[config.mk]
export PLATFORM = sky130hd
export DESIGN_NAME = cr_fifo_rd_skid_flat
export DESIGN_NICKNAME = d
export VERILOG_FILES = /design/src/rtl/cr_fifo_rd_skid_if.sv /design/src/rtl/cr_fifo_rd_skid.sv /design/src/flat_wrapper.sv
export SDC_FILE = /design/constraint.sdc
export NUM_CORES = 1
export LEC_CHECK = 0
export BUFFER_PORTS_ARGS = -buffer_cell sky130_fd_sc_hd__buf_2
export CORE_MARGIN = 3
export CORE_UTILIZATION = 48
export DETAILED_ROUTE_END_ITERATION = 6
export PLACE_DENSITY = 0.76
export SETUP_SLACK_MARGIN = 0.02
export SYNTH_ARGS = -nofsm -noshare
export SYNTH_HDL_FRONTEND = slang
export SYNTH_SLANG_ARGS = --single-unit
[constraint.sdc]
create_clock -name clk -period 1.78 [get_ports clk]
set_clock_uncertainty 0.15 [all_clocks]
set_input_delay 0.356 -clock clk [delete_from_list [all_inputs] [get_ports clk]]
set_output_delay 0.356 -clock clk [all_outputs]
set_load 0.02 [all_outputs]
[src/rtl/cr_fifo_rd_skid_if.sv]
// Handshake bundle between the read-skid stage, the show-ahead FIFO it pops
// and the downstream consumer. The master side is the skid stage itself.
interface cr_fifo_rd_skid_if #(
    parameter int N_DATA_BITS = 64
);
    logic                   fifo_empty;
    logic [N_DATA_BITS-1:0] fifo_rdata;
    logic                   fifo_ren;
    logic                   out_valid;
    logic [N_DATA_BITS-1:0] out_data;
    logic                   out_ready;

    // Skid stage: pops the FIFO and sources the output stream.
    modport master (
        input  fifo_empty,
        input  fifo_rdata,
        input  out_ready,
        output fifo_ren,
        output out_valid,
        output out_data
    );

    // Environment: the FIFO plus the consumer.
    modport slave (
        output fifo_empty,
        output fifo_rdata,
        output out_ready,
        input  fifo_ren,
        input  out_valid,
        input  out_data
    );
endinterface

[src/rtl/cr_fifo_rd_skid.sv]
// Read-side skid stage for a show-ahead FIFO. Pops the FIFO into a 2-entry
// main/skid buffer and presents a fully registered valid/ready stream.
// The pop strobe never depends on out_ready, and out_data/out_valid come
// straight from registers, so both sides are timing-isolated.
module cr_fifo_rd_skid #(
    parameter int N_DATA_BITS = 64,
    parameter int CNT_W       = 16
) (
    input  logic                 clk,
    input  logic                 rst_n,
    cr_fifo_rd_skid_if.master    bus,
    input  logic                 clear,
    output logic [CNT_W-1:0]     xfer_cnt
);

    typedef enum logic [1:0] {
        S_EMPTY = 2'd0,
        S_ONE   = 2'd1,
        S_TWO   = 2'd2
    } state_t;

    state_t                 state_reg;
    logic                   out_valid_reg;
    logic [N_DATA_BITS-1:0] main_q;
    logic [N_DATA_BITS-1:0] skid_q;
    logic [CNT_W-1:0]       xfer_cnt_reg;

    logic push;
    logic pop;

    // Pop the FIFO whenever it has a word and there is room; TWO is full.
    assign bus.fifo_ren = ~bus.fifo_empty & ~clear & rst_n & (state_reg != S_TWO);

    assign push = bus.fifo_ren;
    assign pop  = out_valid_reg & bus.out_ready;

    assign bus.out_valid = out_valid_reg;
    assign bus.out_data  = main_q;
    assign xfer_cnt      = xfer_cnt_reg;

    // Occupancy FSM with buffer moves; skid_q always holds the younger word.
    always_ff @(posedge clk) begin
        if (!rst_n) begin
            state_reg     <= S_EMPTY;
            out_valid_reg <= 1'b0;
            main_q        <= '0;
            skid_q        <= '0;
            xfer_cnt_reg  <= '0;
        end else begin
            // A transfer completing in a clear cycle is still counted.
            if (pop) begin
                xfer_cnt_reg <= xfer_cnt_reg + 1'b1;
            end

            if (clear) begin
                // Flush drops buffered words; the data registers keep their contents.
                state_reg     <= S_EMPTY;
                out_valid_reg <= 1'b0;
            end else begin
                case (state_reg)
                    S_EMPTY: begin
                        if (push) begin
                            main_q        <= bus.fifo_rdata;
                            state_reg     <= S_ONE;
                            out_valid_reg <= 1'b1;
                        end
                    end
                    S_ONE: begin
                        if (push && pop) begin
                            main_q <= bus.fifo_rdata;
                        end else if (push) begin
                            skid_q    <= bus.fifo_rdata;
                            state_reg <= S_TWO;
                        end else if (pop) begin
                            state_reg     <= S_EMPTY;
                            out_valid_reg <= 1'b0;
                        end
                    end
                    S_TWO: begin
                        if (pop) begin
                            main_q    <= skid_q;
                            state_reg <= S_ONE;
                        end
                    end
                    default: begin
                        state_reg     <= S_EMPTY;
                        out_valid_reg <= 1'b0;
                    end
                endcase
            end
        end
    end

endmodule
[src/flat_wrapper.sv]
// flat-port wrapper written by rule: the top's interface ports become plain ports
module cr_fifo_rd_skid_flat 
#(
    parameter int N_DATA_BITS = 64,
    parameter int CNT_W       = 16
)
  (clk, rst_n, clear, xfer_cnt, bus_fifo_empty, bus_fifo_rdata, bus_out_ready, bus_fifo_ren, bus_out_valid, bus_out_data);
  cr_fifo_rd_skid_if #(.N_DATA_BITS(N_DATA_BITS)) bus_i ();
  input  logic clk;
  input  logic rst_n;
  input  logic clear;
  output logic [CNT_W-1:0] xfer_cnt;
  input wire logic [$bits(bus_i.fifo_empty)-1:0] bus_fifo_empty;
  input wire logic [$bits(bus_i.fifo_rdata)-1:0] bus_fifo_rdata;
  input wire logic [$bits(bus_i.out_ready)-1:0] bus_out_ready;
  output wire logic [$bits(bus_i.fifo_ren)-1:0] bus_fifo_ren;
  output wire logic [$bits(bus_i.out_valid)-1:0] bus_out_valid;
  output wire logic [$bits(bus_i.out_data)-1:0] bus_out_data;
  assign bus_i.fifo_empty = bus_fifo_empty;
  assign bus_i.fifo_rdata = bus_fifo_rdata;
  assign bus_i.out_ready = bus_out_ready;
  assign bus_fifo_ren = bus_i.fifo_ren;
  assign bus_out_valid = bus_i.out_valid;
  assign bus_out_data = bus_i.out_data;
  cr_fifo_rd_skid #(.N_DATA_BITS(N_DATA_BITS), .CNT_W(CNT_W)) u_core (.clk(clk), .rst_n(rst_n), .bus(bus_i), .clear(clear), .xfer_cnt(xfer_cnt));
endmodule
; ---- Word-level counts from Yosys, hierarchy flattened
; Cells that the tools add are included.
[word_totals]
reg_bits = 147
in_bits = 69
word_cells = 48
[classes]
n_addsub = 1
n_eq_ne = 10
n_mux = 15
bitwise = 9
reduce_logical = 8
[op_table]
columns = cell, n
row1 = 64-bit 2-to-1 mux, 3
row2 = 64-bit case mux with 3 select lines, 1
row3 = "16-bit by 1-bit adder with 16-bit output, second input constant", 1
row4 = 2-bit 2-to-1 mux, 5
row5 = 5-bit AND reduction, 2
row6 = "2-bit by 1-bit != test with 1-bit output, second input constant", 4
row7 = 4-bit AND reduction, 2
row8 = "2-bit != test, second input constant", 3
row9 = 2-bit case mux with 3 select lines, 1
row10 = 1-bit inverter, 5
row11 = 1-bit bitwise AND, 4
row12 = 1-bit 2-to-1 mux, 4
row13 = "3-bit by 1-bit != test with 1-bit output, second input constant", 1
row14 = 1-bit case mux with 3 select lines, 1
row15 = 3-bit nonzero test, 1
row16 = "2-bit by 1-bit equality test with 1-bit output, second input constant", 1
row17 = "2-bit equality test, second input constant", 1
row18 = 2-bit logical NOT, 1
row19 = 2-bit OR reduction, 1
row20 = 1-bit logical AND, 1

; ---- Depth between registers and ports, before layout
[depth]
depth_word = 7
depth_mapped = 7

; ---- Least setup slack after synthesis
; No wires, ideal clock.
[synth_path]
path_kind = register -> output
startpoint = register u_core.state_reg[0]
endpoint = output bus_fifo_ren
arrival_ns = 1.370
t_required_ns = 1.274
setup_slack_ns = -0.096
stages_incl_launch_ff = 7
n_path_buf = 3
cell_sequence = dfxtp_1 -> nand2b_1 -> clkbuf_1 -> buf_4 -> buf_2 -> nand2_1 -> nor2_1
[synth_between]
elab_chain_cells = 2
[synth_rtl]
columns = element, line
row1 = from (decl), cr_fifo_rd_skid.sv:22  ; state_t state_reg;
row2 = from (signal assigned), cr_fifo_rd_skid.sv:44  ; state_reg <= S_EMPTY;
row3 = from (signal assigned), cr_fifo_rd_skid.sv:57  ; state_reg <= S_EMPTY;
row4 = from (signal assigned), cr_fifo_rd_skid.sv:64  ; state_reg <= S_ONE;
row5 = 2-bit != test, cr_fifo_rd_skid.sv:32  ; assign bus.fifo_ren = ~bus.fifo_empty & ~clear & rst_n & (state_reg != S_TWO);
row6 = 1-bit bitwise AND, cr_fifo_rd_skid.sv:32
row7 = to (decl), flat_wrapper.sv:16  ; output wire logic [$bits(bus_i.fifo_ren)-1:0] bus_fifo_ren;
; No other way between the ends.

; ---- Worst setup path in the final report
[layout_path]
startpoint = register u_core.state_reg[1]
endpoint = register u_core.main_q[10], in the netlist u_core.bus.out_data[10]
[layout_between]
elab_chain_cells = 5
[layout_rtl]
columns = element, line
row1 = 2-bit != test, cr_fifo_rd_skid.sv:32
row2 = 1-bit bitwise AND, cr_fifo_rd_skid.sv:32
row3 = 1-bit logical AND, cr_fifo_rd_skid.sv:69  ; if (push && pop) begin
row4 = 2-bit by 1-bit != test with 1-bit output (no line), n/a
row5 = 5-bit AND reduction (no line), n/a
row6 = to (signal assigned), cr_fifo_rd_skid.sv:63  ; main_q <= bus.fifo_rdata;
row7 = to (signal assigned), cr_fifo_rd_skid.sv:70  ; main_q <= bus.fifo_rdata;
row8 = to (signal assigned), cr_fifo_rd_skid.sv:81  ; main_q <= skid_q;
row9 = to (decl), cr_fifo_rd_skid.sv:24  ; logic [N_DATA_BITS-1:0] main_q;
; Several ways; a longest one is shown, not always the timed one.
; A chain may end at the register's enable or synchronous reset.

==> results.md <==
* CP max-delay cell: or4b_4
* CP bufs+invs at 3
* Critical-path cell list: or4b_4 > o32ai_4 > buf_12 > buf_12 > buf_16 > o211a_1
* Yosys warnings at 0
* Number of max-cap violations at 0
* Worst Tran Pin Value at 0.634 ns
* CTS clk-pin slew, worst paths at 0.06 ns
* Synthesized flop and latch total at 147
* Worst path max stage delay at 0.49 ns
* CP Class: flip-flop to flip-flop
* Final core occ at 68.4%
* Initial antenna violation count at 0
* Top post-synthesis cells by area: dfxtp_1, nand2_1, mux2i_1
* CP startpoint: u_core.state_reg[1]
* Remaining DRCs at 0
* Detailed Place HPWL at 9610 um
* CTS tree: done
* Core Footprint at 12400 um^2
* PwrDens at 905 nW/um^2
* Worst Path Arrival at 2.06 ns
* Port buffer count at 150
* Final hold slack at 0.0262 ns
* Routed wire length at 17600 um
* Area added between synthesis and finish at 35.6%
* Sequential share of the synthesized area at 47.2%
* Starting Density at 50.4%
* Worst path most repeated cell: buf_12
* Synthesized area at 6230 um^2
* Slew headroom at 57.7%
* Tcrit/Tclk final at 104%
* Worst skew pair latency at 0.43 ns
* Min cycle time layout at 1.85 ns
* Vias at 5472
* First-pass GRT wire length at 26900 um
* WL per Instance at 17.4 um
* Synth Instances at 670
* Nets at 904
* Sw Share at 24.1%
* Final ANT Viol Nets at 0
* Share of cells above drive strength 1 at 30.3%
* Row count at 40
* Int Pwr at 5.81 mW
* Die X at 120 um
* N_diodes at 0
* Fillers at 950
* Syn_area_per_cell at 9.30 um^2
* IR drop worst, VDD at 0.613 mV
* CTS Sinks at 147
* Netlist cell types at 33
* Endpoints failing hold at 0
* Post-CTS Hold Fix Bufs at 0
* Status: finished with violations
* Fin worst setup slack at -0.0693 ns
* Reg power frac at 44.9%
* Drt initial violations at 487
* Hold Path Origin: bus_fifo_rdata[18]
* CTS H-tree depth at 4
* Max-slew violations at 0
* Number of global-route vias before repair at 5443
* Net Count, Synth at 740
* Worst Hold Class: input port to flip-flop
* Most common cell after layout, fill and taps aside: nand2_1
* Clock Tree Root: clkbuf_16
* Grt ovf at 0
* Crit Reg-Reg Startpoint: u_core.state_reg[1]
* Required time worst endpoint at 1.99 ns
* Global placer's final weighted congestion at 0.764
* Failing checks: negative setup slack
* GRT Util Overall at 23.3%
* Startpoint types: flip-flop
* Die Ht at 120 um
* Worst Setup End Kind: flip-flop
* Drt first pass iters at 5
* Critical Path Fanout Max at 8
* Max Root-Sink Buffers at 2
* Sw Pwr at 1.84 mW
* Total chip power at 7.65 mW
* RSZ-0062 raised after global routing: true
* Clock network fraction of total power at 44.9%
* Synth area leader: dfxtp_1
* Clock buffer count from CTS at 17
* Drt via density at 5.39
* IO Count at 151
* Fmax at 541 MHz
* Synth top area share at 47.2%
* Leakage at 4.63 nW
* Commonest cells after routing, fill and taps aside: nand2_1, buf_2, dfxtp_1, a21boi_1, mux2i_1
* Die area at 14400 um^2
* Final setup viols at 64
* Part of the power in combinational logic at 10.1%
* Top delay family on crit path: simple AND/OR/NAND/NOR gates
* Largest net degree at the start of global routing at 150
cells by family after synthesis:
group / count (synthesis) / synth area share [%]
mux: 69 / 11.1
buf+inv: 54 / 4.22
xor+xnor: 10 / 1.40
compound gates: 138 / 19.1
fa+ha+maj: 1 / 0.201
flops: 147 / 47.2
simple gates: 251 / 16.8
through the flow:
stage               worst slack (ns)  std cells  TNS (ns)  cell area [um^2]
floorplan                     0.0318        670         0              6250
global placement              -0.226        959    -13.26              7280
detailed placement            -0.271        959    -15.16              7280
CTS                          -0.0870       1005     -4.49              8160
global route                 -0.0941       1015     -3.83              8450
finish                       -0.0693       1015     -1.70              8450
timing repair:
item                                    4_1_cts  5_1_grt
hold endpoints to repair                      0        0
gates cloned                                  7        8
endpoints found under the setup margin       65       66
gates resized for setup                      22       23
setup buffers                                 7        2
pin swaps                                     2        5
tightest hold or removal path: cells and delay by family:
kind / cells / cell delay, ns
AO/OA/AOI/OAI: 1 / 0.04
buffers and inverters: 1 / 0.10
AND/OR/NAND/NOR: 1 / 0.05
power groups by stage:
stage                     logic, mW  registers [mW]  clock network, mW
after floorplan               0.281            3.60                  0
after global placement        0.620            3.50                  0
after detailed placement      0.636            3.51                  0
after CTS                     0.722            3.44               3.47
after global routing          0.831            3.45               3.65
final                         0.776            3.44               3.44
per-layer routing:
metal / up-vias / part of all wire, % / global-route usage, %
met2: 161 / 50 / 39.1
li1: 2627 / - / -
met1: 2656 / 42 / 27.9
met3: 28 / 6.6 / 6.88
met5: - / 0 / 0
met4: 0 / 1.8 / 9.45
cell type report:
cell class	instances	area (um^2)	area share, %
repair buffers	196	1570	18.6
clock buffers	24	492	5.82
well taps	168	210	2.49
multi-input cells	469	3150	37.2
clock inverters	8	76.3	0.903
inverters	3	11.3	0.133
flip-flops and latches	147	2950	34.9
cell usage after synthesis:
cell      number
nor2_1         3
and2_1        11
or3_1          1
buf_4         10
clkbuf_1      23
nand3b_1       1
xor2_1         4
nor2b_1        1
nand2b_1       5
inv_1          3
ha_1           1
a21boi_1      67
nand2_1      208
o32ai_1        1
nand3_1        6
a21oi_1        2
nor4_2         1
mux2i_1       69
and4_1         1
dfxtp_1      147
nand4_1        3
o211a_1       64
o21ai_1        1
nor3_1         3
nor3b_1        1
o22a_1         1
buf_2         18
a211oi_1       1
o21bai_1       1
or4b_1         1
and3_1         2
nor4_1         3
xnor2_1        6
worst paths after layout:
kind | to | slack (ns) | cells after the start
worst min-delay path | u_core.skid_q[18] | 0.03 | 3
worst max-delay path | u_core.bus.out_data[10] | -0.07 | 6
worst min register to register | u_core.skid_q[11] | 0.30 | 2
worst max register to register | u_core.bus.out_data[10] | -0.07 | 6
No activity file was read; power rests on OpenSTA's default activity.
